===== config.mk =====
export PLATFORM = sky130hd
export DESIGN_NAME = dshot_tx
export DESIGN_NICKNAME = d
export VERILOG_FILES = /design/src/rtl/dshot_tx_pkg.sv /design/src/rtl/dshot_tx_frame_encoder.sv /design/src/rtl/dshot_tx.sv
export SDC_FILE = /design/constraint.sdc
export NUM_CORES = 1
export LEC_CHECK = 0
export BUFFER_PORTS_ARGS = -buffer_cell sky130_fd_sc_hd__buf_2
export CAP_MARGIN = 20
export CORE_UTILIZATION = 55
export CTS_BUF_LIST = sky130_fd_sc_hd__clkbuf_4 sky130_fd_sc_hd__clkbuf_8
export DETAILED_ROUTE_END_ITERATION = 10
export GPL_TIMING_DRIVEN = 0
export PLACE_DENSITY = 0.83
export SYNTH_ARGS = -nofsm -noshare
export SYNTH_HDL_FRONTEND = slang
export SYNTH_SLANG_ARGS = --single-unit
export TNS_END_PERCENT = 20

===== constraint.sdc =====
create_clock -name clk -period 24.1 [get_ports clk]
set_input_delay 3.615 -clock clk [delete_from_list [all_inputs] [get_ports clk]]
set_output_delay 3.615 -clock clk [all_outputs]
set_load 0.01 [all_outputs]

===== src/rtl/dshot_tx_pkg.sv =====
// Shared DShot constants, FSM state type and the frame checksum helper.
// The Q4.28 unit constant is the same one the motor mixer produces.
package dshot_tx_pkg;

    localparam int Q_FRAC_BITS = 28;
    localparam int DSHOT_MIN   = 48;
    localparam int DSHOT_MAX   = 2047;
    localparam int DSHOT_SCALE = 1999;
    localparam int FRAME_BITS  = 16;
    localparam int VALUE_BITS  = 11;

    localparam logic signed [31:0] Q_ONE = 32'sh1000_0000;

    typedef enum logic [1:0] {
        ST_IDLE = 2'd0,
        ST_SEND = 2'd1,
        ST_GAP  = 2'd2
    } state_e;

    function automatic logic [3:0] dshot_crc(input logic [11:0] v12);
        return v12[11:8] ^ v12[7:4] ^ v12[3:0];
    endfunction

endpackage


===== src/rtl/dshot_tx_frame_encoder.sv =====
// Combinational throttle-to-frame encoder: clamp, scale into 48..2047,
// append the telemetry bit and the 4-bit checksum.
module dshot_tx_frame_encoder
    import dshot_tx_pkg::*;
(
    input  logic signed [31:0]           throttle_i,
    input  logic                         telem_i,
    output logic [VALUE_BITS-1:0]        value_o,
    output logic [FRAME_BITS-1:0]        frame_o
);

    logic [31:0] q;
    logic [39:0] prod;
    logic [11:0] v12;

    always_comb begin
        q       = '0;
        value_o = '0;
        if (throttle_i > Q_ONE) begin
            q = Q_ONE;
        end else if (throttle_i > 32'sd0) begin
            q = throttle_i;
        end
        prod = 40'(q) * 40'(DSHOT_SCALE);
        // Non-positive throttle is the motor-stop command, not the bottom of the range.
        if (throttle_i > 32'sd0) begin
            value_o = 11'(prod >> Q_FRAC_BITS) + 11'(DSHOT_MIN);
        end
    end

    assign v12     = {value_o, telem_i};
    assign frame_o = {v12, dshot_crc(v12)};

endmodule


===== src/rtl/dshot_tx.sv =====
// Per-motor DShot transmitter: accepts a Q4.28 throttle word and serialises
// its 16-bit frame MSB-first, followed by a fixed low gap.
module dshot_tx
    import dshot_tx_pkg::*;
#(
    parameter int CLK_HZ   = 48_000_000,
    parameter int BIT_RATE = 600_000,
    parameter int GAP_CLKS = 64
) (
    input  logic                  clk,
    input  logic                  reset,
    input  logic signed [31:0]    throttle_in,
    input  logic                  telem_req,
    input  logic                  throttle_valid,
    output logic                  throttle_ready,
    output logic                  dshot_out,
    output logic                  busy,
    output logic                  frame_done,
    output logic [VALUE_BITS-1:0] last_value
);

    localparam int BIT_CLKS = CLK_HZ / BIT_RATE;
    localparam int T1H      = BIT_CLKS * 3 / 4;
    localparam int T0H      = BIT_CLKS * 3 / 8;
    localparam int CNT_W    = $clog2(BIT_CLKS);
    localparam int GAP_W    = $clog2(GAP_CLKS);
    localparam int IDX_W    = $clog2(FRAME_BITS);

    // Handshake: a word transfers on any rising edge where throttle_valid and
    // throttle_ready are both high; upstream holds its data until then.
    state_e                  state_q, state_d;
    logic [FRAME_BITS-1:0]   frame_q, frame_d;
    logic [VALUE_BITS-1:0]   last_value_q, last_value_d;
    logic [CNT_W-1:0]        bit_cnt_q, bit_cnt_d;
    logic [IDX_W-1:0]        bit_idx_q, bit_idx_d;
    logic [GAP_W-1:0]        gap_cnt_q, gap_cnt_d;
    logic                    dshot_q, dshot_d;
    logic                    done_q, done_d;

    logic [VALUE_BITS-1:0]   enc_value;
    logic [FRAME_BITS-1:0]   enc_frame;
    logic [CNT_W-1:0]        high_len;
    logic                    accept;

    dshot_tx_frame_encoder u_encoder (
        .throttle_i (throttle_in),
        .telem_i    (telem_req),
        .value_o    (enc_value),
        .frame_o    (enc_frame)
    );

    assign throttle_ready = (state_q == ST_IDLE) && !reset;
    assign accept         = throttle_valid && throttle_ready;
    assign high_len       = frame_q[bit_idx_q] ? CNT_W'(T1H) : CNT_W'(T0H);

    always_comb begin
        state_d      = state_q;
        frame_d      = frame_q;
        last_value_d = last_value_q;
        bit_cnt_d    = bit_cnt_q;
        bit_idx_d    = bit_idx_q;
        gap_cnt_d    = gap_cnt_q;
        dshot_d      = 1'b0;
        done_d       = 1'b0;
        case (state_q)
            ST_IDLE: begin
                if (accept) begin
                    state_d      = ST_SEND;
                    frame_d      = enc_frame;
                    last_value_d = enc_value;
                    bit_cnt_d    = '0;
                    bit_idx_d    = IDX_W'(FRAME_BITS - 1);
                    // Every bit opens high, so the line rises the cycle after accept.
                    dshot_d      = 1'b1;
                end
            end
            ST_SEND: begin
                if (bit_cnt_q == CNT_W'(BIT_CLKS - 1)) begin
                    bit_cnt_d = '0;
                    if (bit_idx_q == '0) begin
                        state_d   = ST_GAP;
                        gap_cnt_d = '0;
                    end else begin
                        bit_idx_d = bit_idx_q - 1'b1;
                        dshot_d   = 1'b1;
                    end
                end else begin
                    bit_cnt_d = bit_cnt_q + 1'b1;
                    dshot_d   = (bit_cnt_d < high_len);
                end
            end
            ST_GAP: begin
                if (gap_cnt_q == GAP_W'(GAP_CLKS - 1)) begin
                    state_d = ST_IDLE;
                    done_d  = 1'b1;
                end else begin
                    gap_cnt_d = gap_cnt_q + 1'b1;
                end
            end
            default: state_d = ST_IDLE;
        endcase
    end

    always_ff @(posedge clk) begin
        if (reset) begin
            state_q      <= ST_IDLE;
            frame_q      <= '0;
            last_value_q <= '0;
            bit_cnt_q    <= '0;
            bit_idx_q    <= '0;
            gap_cnt_q    <= '0;
            dshot_q      <= 1'b0;
            done_q       <= 1'b0;
        end else begin
            state_q      <= state_d;
            frame_q      <= frame_d;
            last_value_q <= last_value_d;
            bit_cnt_q    <= bit_cnt_d;
            bit_idx_q    <= bit_idx_d;
            gap_cnt_q    <= gap_cnt_d;
            dshot_q      <= dshot_d;
            done_q       <= done_d;
        end
    end

    assign dshot_out  = dshot_q;
    assign busy       = (state_q != ST_IDLE);
    assign frame_done = done_q;
    assign last_value = last_value_q;

endmodule


## After elaboration in Yosys (flattened, before gate mapping)

Index checks and enable logic that the tools add are counted.

- Input bits: 36
- Logic and storage cells: 71
- Bits in registers: 48
- Output and inout bits: 15

- Reduce and logical (&&, ||, !) cells: 14
- Magnitude comparators: 4
- $add $sub $neg: 4
- Equal/unequal tests: 10
- Bitwise gates (word level): 3
- Multiplexer cells: 27
- Multipliers: 1

Operators with widths:

| cell | number |
|---|---|
| two-way mux 32 bit | 2 |
| multiplier 32 x 11 -> 39 bit, second input constant | 1 |
| greater-than comparator 32 x 1 -> 1 bit, second input constant | 1 |
| greater-than comparator 32 x 30 -> 1 bit, second input constant | 1 |
| two-way mux 6 bit | 4 |
| two-way mux 7 bit | 2 |
| case mux 7 bit (2 select lines) | 1 |
| two-way mux 4 bit | 3 |
| != test 2 bit, second input constant | 6 |
| case mux 6 bit (2 select lines) | 1 |
| AND reduction 4 bit | 3 |
| adder 11 x 6 -> 11 bit, second input constant | 1 |
| two-way mux 11 bit | 1 |
| two-way mux 2 bit | 4 |
| case mux 4 bit (2 select lines) | 1 |
| bitwise XOR 4 bit | 2 |
| adder 7 x 1 -> 7 bit, second input constant | 1 |
| == test 7 bit, second input constant | 1 |
| < comparator 7 x 6 -> 1 bit | 1 |
| adder 6 x 1 -> 6 bit, second input constant | 1 |
| == test 6 bit, second input constant | 1 |
| case mux 2 bit (3 select lines) | 1 |
| nonzero test 2 bit | 3 |
| < comparator 4 x 5 -> 1 bit, second input constant | 1 |
| 13 further kinds | 19 |

## Depth between registers and ports, before layout

Gate-level depths: netlist of run 1.

- Depth in word-level cells: 8
- Mapped depth: 35
- Mapped depth without buffers: 33

## By module

Synthesis of run 1 repeated with hierarchy kept, for this count alone.

- Cells, all modules: 1082
- Area total of the unflattened synthesis: 9919.5 um2

Modules (own cells, without submodules):

| module | times used | area each (um2) | seq. area each (um2) | cells an instance |
|---|---|---|---|---|
| dshot_tx_frame_encoder | 1 | 7651.1 | 0.0 | 815 |
| dshot_tx | 1 | 2268.4 | 960.9 | 267 |

## Least setup slack after synthesis of run 1

Ideal clock, no wire load.

- Path kind: input-to-reg
- Start: in throttle_in[23]
- End: reg frame_q[3]
- Path slack: 12.455 ns
- Path buffers: 2
- Library setup time: 0.095 ns
- Data arrival time: 11.550 ns
- Stages: 33
- Data required time: 24.005 ns
- Cell sequence: nor4_1 > nand4_1 > nor2_1 > xor2_1 > nor4_1 > clkbuf_1 > clkbuf_1 > nand2_1 > inv_1 > fa_1 > ha_1 > xor2_1 > fa_1 > fa_1 > fa_1 > inv_1 > ha_1 > a2111oi_0 > o21ai_0 > nand3b_1 > o211ai_1 > a31oi_1 > xnor2_1 > inv_1 > ha_1 > a21oi_1 > o21ai_0 > a211o_1 > or4b_4 > mux2i_1 > or4_4 > o21a_1 > o311ai_1

- Cells in the longest elaborated chain, start to end: 8
- Elaborated cells between the ends (all ways): 9
- Classes of those cells: 1 x add/sub; 1 x mul; 2 x order compare; 3 x mux; 2 x bitwise

Ends and longest elaborated chain:

| what | RTL line | source |
|---|---|---|
| from (decl) | dshot_tx.sv:12 | `input logic signed [31:0] throttle_in,` |
| greater-than comparator 32 x 1 -> 1 bit | dshot_tx_frame_encoder.sv:21, dshot_tx_frame_encoder.sv:26 |  |
| two-way mux 32 bit | dshot_tx_frame_encoder.sv:21 | `end else if (throttle_i > 32'sd0) begin` |
| two-way mux 32 bit | dshot_tx_frame_encoder.sv:19 | `if (throttle_i > Q_ONE) begin` |
| multiplier 32 x 11 -> 39 bit | dshot_tx_frame_encoder.sv:24 | `prod = 40'(q) * 40'(DSHOT_SCALE);` |
| adder 11 x 6 -> 11 bit | dshot_tx_frame_encoder.sv:27 | `value_o = 11'(prod >> Q_FRAC_BITS) + 11'(DSHOT_MIN);` |
| two-way mux 11 bit (*) | dshot_tx_frame_encoder.sv:26 | `if (throttle_i > 32'sd0) begin` |
| bitwise XOR 4 bit | dshot_tx_pkg.sv:21 | `return v12[11:8] ^ v12[7:4] ^ v12[3:0];` |
| bitwise XOR 4 bit (*) | dshot_tx_pkg.sv:21 |  |
| to (signal assigned) | dshot_tx.sv:116 | `frame_q <= frame_d;` |
| to (decl) | dshot_tx.sv:32 | `logic [FRAME_BITS-1:0] frame_q, frame_d;` |

Mark *: on every way between the ends. The rest lies on a longest branch, timed or not.
A chain may end at the register's enable or synchronous reset.

## Final worst setup path of run 1

- Start: in throttle_in[7]
- End: reg frame_q[3]

Same word-level chain as after synthesis.

==> impl_metrics.csv, run 1 <==
group,metric,value,unit
power,power_leakage,4.894,nW
setup_path,worst_path_largest_cell_delay,0.58,ns
synthesis,synth-seq-cells,37,
sta,setup_viol,0,
sta,timing.setup.tns,0,ns
finish,final_nets,1426,
power,p_clk_share,12.2,%
grt,number_of_global_route_vias_before_repair,7878,
sta,max_freq,0.07436,GHz
synthesis,sequential_area_share_after_synthesis,7.820,%
power,internal_power,249.2,uW
power,total_switching_power,213.4,uW
power,switching_share,46.14,%
sta,skew,0.009009,ns
grt,global_route.overflow_total,0,
sta,hold_viol,0,
synthesis,synthFlopType,"sky130_fd_sc_hd__dfxtp_1",
clock_tree,cts.root.buffer_cell,"sky130_fd_sc_hd__clkbuf_8",
power,power.share.sequential,18.3,%
finish,final_layout_size_suffix_gt1_share,7.866,%
route,via_count,7353,
setup_path,timing_worst_setup_path_type,"in -> reg",
clock_tree,cts-root-to-sink-buffers,2,
synthesis,synth.yosys.warnings,0,
setup_path,reg2reg_slack,21.17,ns
setup_path,r2r_end,"dshot_out",
setup_path,timing.critical_path.from_type,"primary input",
place,buffer_ports.inserted,49,
clock_tree,cts_inserted_buffers,5,
finish,antenna-diode-count,0,
grt,total_track_usage,26.29,%
setup_path,timing.critical_path.to,"frame_q[3]",
setup_path,critical_path_fanout_max,10,
finish,final_core_utilization,60.83,%
route,wl_per_cell,16.02,um
setup_path,cpMaxStageDelayCell,"sky130_fd_sc_hd__fa_1",
synthesis,syn_inst,1037,
setup_path,worstReg2RegStart,"bit_idx_q[0]",
clock_tree,postCtsSetupBuffers,0,
synthesis,synth_edf_count,0,
power,total_power,462.6,uW
die,fp.dieW,133.2,um
place,place_hpwl,18770,um
route,drc,0,
grt,number_of_antenna_violations_at_the_first_check_in_global_routing,0,
sta,maxSlewHeadroom,39.31,%
sta,drv_slew,0,
finish,fillers,1403,
sta,timing.final.crit_period,13.45,ns
sta,rsz_0062_raised_after_global_routing,"false",
clock_tree,htree_levels,2,
job,drv_cap,0,
grt,first_pass_grt_wire_length,36920,um
route,drt-vias-per-instance,5.545,
route,detail_route.first_pass.iterations,5,
synthesis,netlist-cell-type-count,66,
setup_path,timing.critical_path.mode_cell,"sky130_fd_sc_hd__fa_1",
route,finalWirelength,21240,um
sta,final_critical_path_setup_slack,10.65,ns
die,fp.coreArea,16700,um2
route,ant_nets,0,
power,p_comb_share,69.5,%
clock_tree,cts.reportedPaths.clkPinSlew,0.08,ns
power,power.density_cell_area,45.54,nW/um2
die,die_area,17750,um2
finish,finish.cell_count_without_fillers,1326,
setup_path,worstSetupEndpointType,"flip-flop",
setup_path,worst_ep_required_time,24.31,ns
clock_tree,insertion_delay,0.29,ns
setup_path,data_arrival_at_the_endpoint_of_the_critical_path,13.65,ns
route,drt_iter0_markers,492,
synthesis,syn-mean-instance-area,9.134,um2
synthesis,synthArstFlopShare,0,%
setup_path,r2r_cells,11,
finish,area_growth_syn_to_layout,7.252,%
sta,final.period_utilization,55.80,%
setup_path,worst_setup_path_startpoint,"throttle_in[7]",
die,initial_cell_density_of_the_core,56.71,%
clock_tree,cts_resized,0,
place,detailedPlace.worstSlack,10.53,ns
clock_tree,tritoncts_clock_tree,"done",
power,irDropWorstVdd,44.56,uV
hold_path,worst_hold_path_type,"reg -> reg",
die,dieHeight,133.2,um
place,placed_cells,1318,
grt,largest_net_degree_at_the_start_of_global_routing,13,
run_status,result_of_the_run,"complete, no violations",
clock_tree,hold_buf_cts,0,
synthesis,post_synth_instance_area,9472,um2
sta,max_slew.worst_pin.slew,0.9049,ns
die,boundaryPins,51,
clock_tree,clock_sink_count,37,
die,num_rows,47,
place,gp_congestion,0.9293,
-- cell usage after synthesis (all sizes together) (5+ instances only) --
library cell / instances / area, um2
o211ai: 5 / 37.54
a31oi: 6 / 37.54
nor2: 54 / 202.7
ha: 94 / 1176
or4: 5 / 45.04
a21o: 9 / 67.56
inv: 263 / 987.2
nor4: 9 / 56.30
buf: 12 / 93.84
and3: 11 / 68.82
a211oi: 6 / 45.04
and2: 8 / 51.30
a21oi: 45 / 225.2
xnor2: 19 / 166.4
fa: 191 / 3824
clkbuf: 13 / 48.80
dfxtp: 37 / 740.7
mux4: 5 / 112.6
xor2: 21 / 183.9
nand3: 22 / 115.1
nand4: 9 / 56.30
o21ai: 34 / 170.2
nand3b: 5 / 37.54
nand2b: 10 / 62.56
nand2: 66 / 247.7
nor3: 14 / 70.07
o21a: 8 / 60.06
-- registers in the layout, indices dropped and copies added, names as in the netlist --
| signal | flops |
|---|---|
| bit_cnt_q | 7 |
| state_q | 2 |
| dshot_out | 1 |
| gap_cnt_q | 6 |
| frame_q | 16 |
| bit_idx_q | 4 |
| frame_done | 1 |
-- through the flow --
stage / cell area, um2 / hold slack, ns
after global routing: 10160 / 0.4809
final: 10160 / 0.4532
after global placement: 10030 / 0.4329
after floorplan: 9513 / 0.4204
after detailed placement: 10040 / 0.4413
after CTS: 10160 / 0.4557
-- placed cells by master, fill, tap and decap left out, types with 11 or more instances in the layout --
master,instances
sky130_fd_sc_hd__and3_1,11
sky130_fd_sc_hd__nor3_1,14
sky130_fd_sc_hd__conb_1,13
sky130_fd_sc_hd__nor2_1,54
sky130_fd_sc_hd__dfxtp_1,37
sky130_fd_sc_hd__ha_1,94
sky130_fd_sc_hd__clkbuf_1,13
sky130_fd_sc_hd__xor2_1,21
sky130_fd_sc_hd__buf_2,50
sky130_fd_sc_hd__fa_1,191
sky130_fd_sc_hd__a21oi_1,45
sky130_fd_sc_hd__inv_1,263
sky130_fd_sc_hd__nand2_1,66
sky130_fd_sc_hd__o21ai_0,30
sky130_fd_sc_hd__buf_4,11
sky130_fd_sc_hd__nand3_1,21
sky130_fd_sc_hd__xnor2_1,19
-- critical path, delay by kind of cell --
family / cells / cell delay, ns
adders and majority gates: 7 / 2.98
and+or+nand+nor: 8 / 2.80
AOI/OAI and AO/OA: 8 / 1.79
buffers and inverters: 7 / 1.56
xor gates and xnor gates: 3 / 0.73
muxes: 1 / 0.15
-- kinds of logic after synthesis --
logic type	share of synthesized area [%]
adders and majority gates	52.79
xor gates and xnor gates	3.937
DFF	7.820
other	0.07929
buffers and inverters	11.93
muxes	1.506
AOI/OAI and AO/OA	9.736
and+or+nand+nor	12.21
-- cell type report --
type	instances	area, um2	area share (%)
buffer	25	142.6	1.404
clock buffer	6	82.58	0.8129
clock inverter	2	37.54	0.3695
inverter	263	987.2	9.718
multi-input combinational	723	7642	75.23
sequential	37	740.7	7.292
tap	220	275.3	2.710
timing repair buffer	50	250.2	2.463
-- power by group through the flow --
stage	logic [mW]	registers, mW	clock network, mW
3_5_place_dp	0.315	0.0856	0
2_1_floorplan	0.247	0.0828	0
4_1_cts	0.320	0.0843	0.0575
6_report	0.322	0.0844	0.0566
3_3_place_gp	0.306	0.0852	0
5_1_grt	0.360	0.0864	0.0595
-- per-layer routing --
metal	vias to the layer above	share of wire, %	global-route usage (%)
met1	3650	40	31.89
li1	3409	-	-
met4	0	2.9	7.513
met5	-	0	0
met3	64	5.8	4.186
met2	230	52	48.14
-- worst min-delay path by stage --
stage | start | end | slack, ns | cells after the start
after floorplan | frame_q[0] | frame_q[0] | 0.42 | 2
after global placement | frame_q[0] | frame_q[0] | 0.43 | 2
after detailed placement | frame_q[0] | frame_q[0] | 0.44 | 2
after CTS | frame_q[0] | frame_q[0] | 0.46 | 2
after global routing | frame_q[1] | frame_q[1] | 0.48 | 2
final | frame_q[0] | frame_q[0] | 0.45 | 2
Power figures use the tool's default switching activity.
==> run 2: changes to the inputs <==
--- a/config.mk
+++ b/config.mk
@@ -11,7 +11,7 @@
 export CTS_BUF_LIST = sky130_fd_sc_hd__clkbuf_4 sky130_fd_sc_hd__clkbuf_8
 export DETAILED_ROUTE_END_ITERATION = 10
 export GPL_TIMING_DRIVEN = 0
-export PLACE_DENSITY = 0.83
+export PLACE_DENSITY = 0.86
 export SYNTH_ARGS = -nofsm -noshare
 export SYNTH_HDL_FRONTEND = slang
 export SYNTH_SLANG_ARGS = --single-unit
==> constraint.sdc (replaced) <==
create_clock -name clk -period 11.8 [get_ports clk]
set_input_delay 1.77 -clock clk [delete_from_list [all_inputs] [get_ports clk]]
set_output_delay 1.77 -clock clk [all_outputs]
set_load 0.01 [all_outputs]
==> impl_metrics.csv, run 2 (synthesis results as in run 1) <==
group,metric,value,unit
hold_path,worstHoldStart,"frame_q[1]",
clock_tree,htree_levels,2,
power,total_switching_power,436.3,uW
route,drt-vias-per-instance,5.542,
setup_path,data_arrival_at_the_endpoint_of_the_critical_path,11.51,ns
power,power.share.sequential,18.8,%
place,gp_congestion,0.9587,
finish,area_growth_syn_to_layout,6.975,%
hold_path,worst_hold_path.endpoint,"frame_q[1]",
die,dieHeight,133.2,um
setup_path,critical_path.top_delay_family,"adder cells",
sta,hold_viol,0,
die,fp.coreArea,16700,um2
clock_tree,cts_resized,0,
power,total_power,917.9,uW
clock_tree,cts.reportedPaths.clkPinSlew,0.07,ns
power,switching_share,47.54,%
sta,drv_slew,0,
grt,number_of_global_route_vias_before_repair,7955,
finish,final_core_utilization,60.67,%
clock_tree,cts-root-to-sink-buffers,2,
clock_tree,postCtsSetupBuffers,0,
power,irDropWorstVdd,95.26,uV
setup_path,timing.critical_path.mode_cell,"sky130_fd_sc_hd__fa_1",
sta,final.period_utilization,95.76,%
power,power_leakage,4.876,nW
sta,rsz_0062_raised_after_global_routing,"false",
finish,reg.largest.list,"frame_q (16), bit_cnt_q (7), gap_cnt_q (6)",
hold_path,hold-path-cell-count,2,
hold_path,worst_hold_path_type,"reg -> reg",
finish,final_nets,1425,
setup_path,worstSetupEndpointType,"flip-flop",
sta,max_slew.worst_pin.slew,0.8284,ns
finish,layout_commonest_cell,"sky130_fd_sc_hd__inv_1",
setup_path,reg2reg_slack,8.82,ns
route,drc,0,
route,finalWirelength,21790,um
setup_path,timing_worst_setup_path_type,"in -> reg",
setup_path,worstPathBufferInverterCount,6,
power,power.density_cell_area,90.59,nW/um2
place,place_hpwl,19260,um
route,detail_route.first_pass.iterations,6,
sta,max_freq,0.08850,GHz
grt,first_pass_grt_wire_length,37900,um
route,wl_per_cell,16.45,um
grt,number_of_antenna_violations_at_the_first_check_in_global_routing,0,
setup_path,worstReg2RegStart,"bit_idx_q[0]",
power,p_comb_share,71.5,%
clock_tree,insertion_delay,0.30,ns
job,drv_cap,0,
route,drt_iter0_markers,501,
setup_path,r2r_end,"dshot_out",
die,fp.dieW,133.2,um
setup_path,timing.critical_path.from_type,"primary input",
die,boundaryPins,51,
die,num_rows,47,
grt,largest_net_degree_at_the_start_of_global_routing,13,
run_status,result_of_the_run,"complete, no violations",
place,buffer_ports.inserted,49,
sta,skew,0.007784,ns
power,p_clk_share,9.7,%
clock_tree,hold_buf_cts,0,
route,via_count,7343,
clock_tree,cts.root.buffer_cell,"sky130_fd_sc_hd__clkbuf_8",
grt,total_track_usage,27.05,%
setup_path,critical_path_fanout_max,10,
sta,timing.setup.tns,0,ns
setup_path,worst_path_largest_cell_delay,0.57,ns
grt,global_route.overflow_total,0,
finish,final_layout_size_suffix_gt1_share,7.964,%
route,ant_nets,0,
setup_path,r2r_cells,11,
die,initial_cell_density_of_the_core,56.71,%
finish,antenna-diode-count,0,
finish,largest_register,"frame_q",
clock_tree,clock_sink_count,37,
sta,timing.final.crit_period,11.30,ns
setup_path,worst_ep_required_time,12.01,ns
die,die_area,17750,um2
sta,setup_viol,0,
finish,layout_common_cells,"sky130_fd_sc_hd__inv_1 (263), sky130_fd_sc_hd__fa_1 (191), sky130_fd_sc_hd__ha_1 (94), sky130_fd_sc_hd__nand2_1 (66), sky130_fd_sc_hd__nor2_1 (54)",
setup_path,cpMaxStageDelayCell,"sky130_fd_sc_hd__fa_1",
clock_tree,cts_inserted_buffers,5,
power,internal_power,481.5,uW
sta,maxSlewHeadroom,44.44,%
finish,largest_register_ffs,16,
clock_tree,tritoncts_clock_tree,"done",
==> run 2: cell types whose count changed in the layout (fill, tap and decap cells not counted) <==
cell                        change
sky130_fd_sc_hd__clkinv_2       +2
sky130_fd_sc_hd__nor4_1         -2
sky130_fd_sc_hd__nor4_2         +2
sky130_fd_sc_hd__buf_2          -1
sky130_fd_sc_hd__bufinv_16      -1
sky130_fd_sc_hd__clkbuf_8       -1
==> run 2: tightest hold or removal path, stage by stage, from the launching register on <==
cell and delay [ns]:
sky130_fd_sc_hd__dfxtp_1 0.32, sky130_fd_sc_hd__nand2_1 0.05, sky130_fd_sc_hd__o21ai_1 0.05
==> run 2: how the worst max path moves through the flow <==
| stage | startpoint | to | slack [ns] | cells past startpoint |
|---|---|---|---|---|
| 2_1_floorplan | throttle_in[23] | frame_q[3] | 2.00 | 33 |
| 3_3_place_gp | throttle_in[7] | frame_q[3] | 0.08 | 33 |
| 3_5_place_dp | throttle_in[7] | frame_q[3] | 0.06 | 33 |
| 4_1_cts | throttle_in[7] | frame_q[3] | 0.35 | 33 |
| 5_1_grt | throttle_in[7] | frame_q[3] | 0.002 | 33 |
| 6_report | throttle_in[7] | frame_q[3] | 0.50 | 33 |
==> run 2: layer usage <==
layer / part of all wire [%] / up-vias / wire [um] / global-route usage, %
met4: 3.3 / 0 / 714 / 9.280
met3: 5.1 / 55 / 1103 / 3.843
met2: 53 / 232 / 11500 / 49.62
li1: - / 3403 / - / -
met1: 39 / 3653 / 8475 / 32.41
met5: 0 / - / 0 / 0
==> run 2: layout make-up <==
type	instances	area [um2]
Inverter	263	987.2
Multi-Input combinational cell	723	7655
Tap cell	220	275.3
Clock buffer	5	68.82
Buffer	25	142.6
Clock inverter	3	17.52
Fill cell	1410	6569
Timing Repair Buffer	49	245.2
Sequential cell	37	740.7
==> run 2: per-stage QoR <==
stage                     setup slack [ns]  hold slack (ns)  instances  instance area, um2
after floorplan                      2.000           0.4204       1048                9513
after global placement             0.08084           0.4338       1317               10030
after detailed placement           0.06254           0.4449       1317               10030
after CTS                           0.3470           0.4554       1325               10120
after global routing              0.001616           0.4892       1325               10130
final                               0.5008           0.4543       1325               10130
==> run 2: power groups by stage <==
stage | registers (mW) | clock network (mW) | logic (mW)
2_1_floorplan | 0.169 | 0 | 0.504
3_3_place_gp | 0.174 | 0 | 0.624
3_5_place_dp | 0.175 | 0 | 0.646
4_1_cts | 0.172 | 0.0901 | 0.654
5_1_grt | 0.177 | 0.0962 | 0.734
6_report | 0.173 | 0.0888 | 0.656
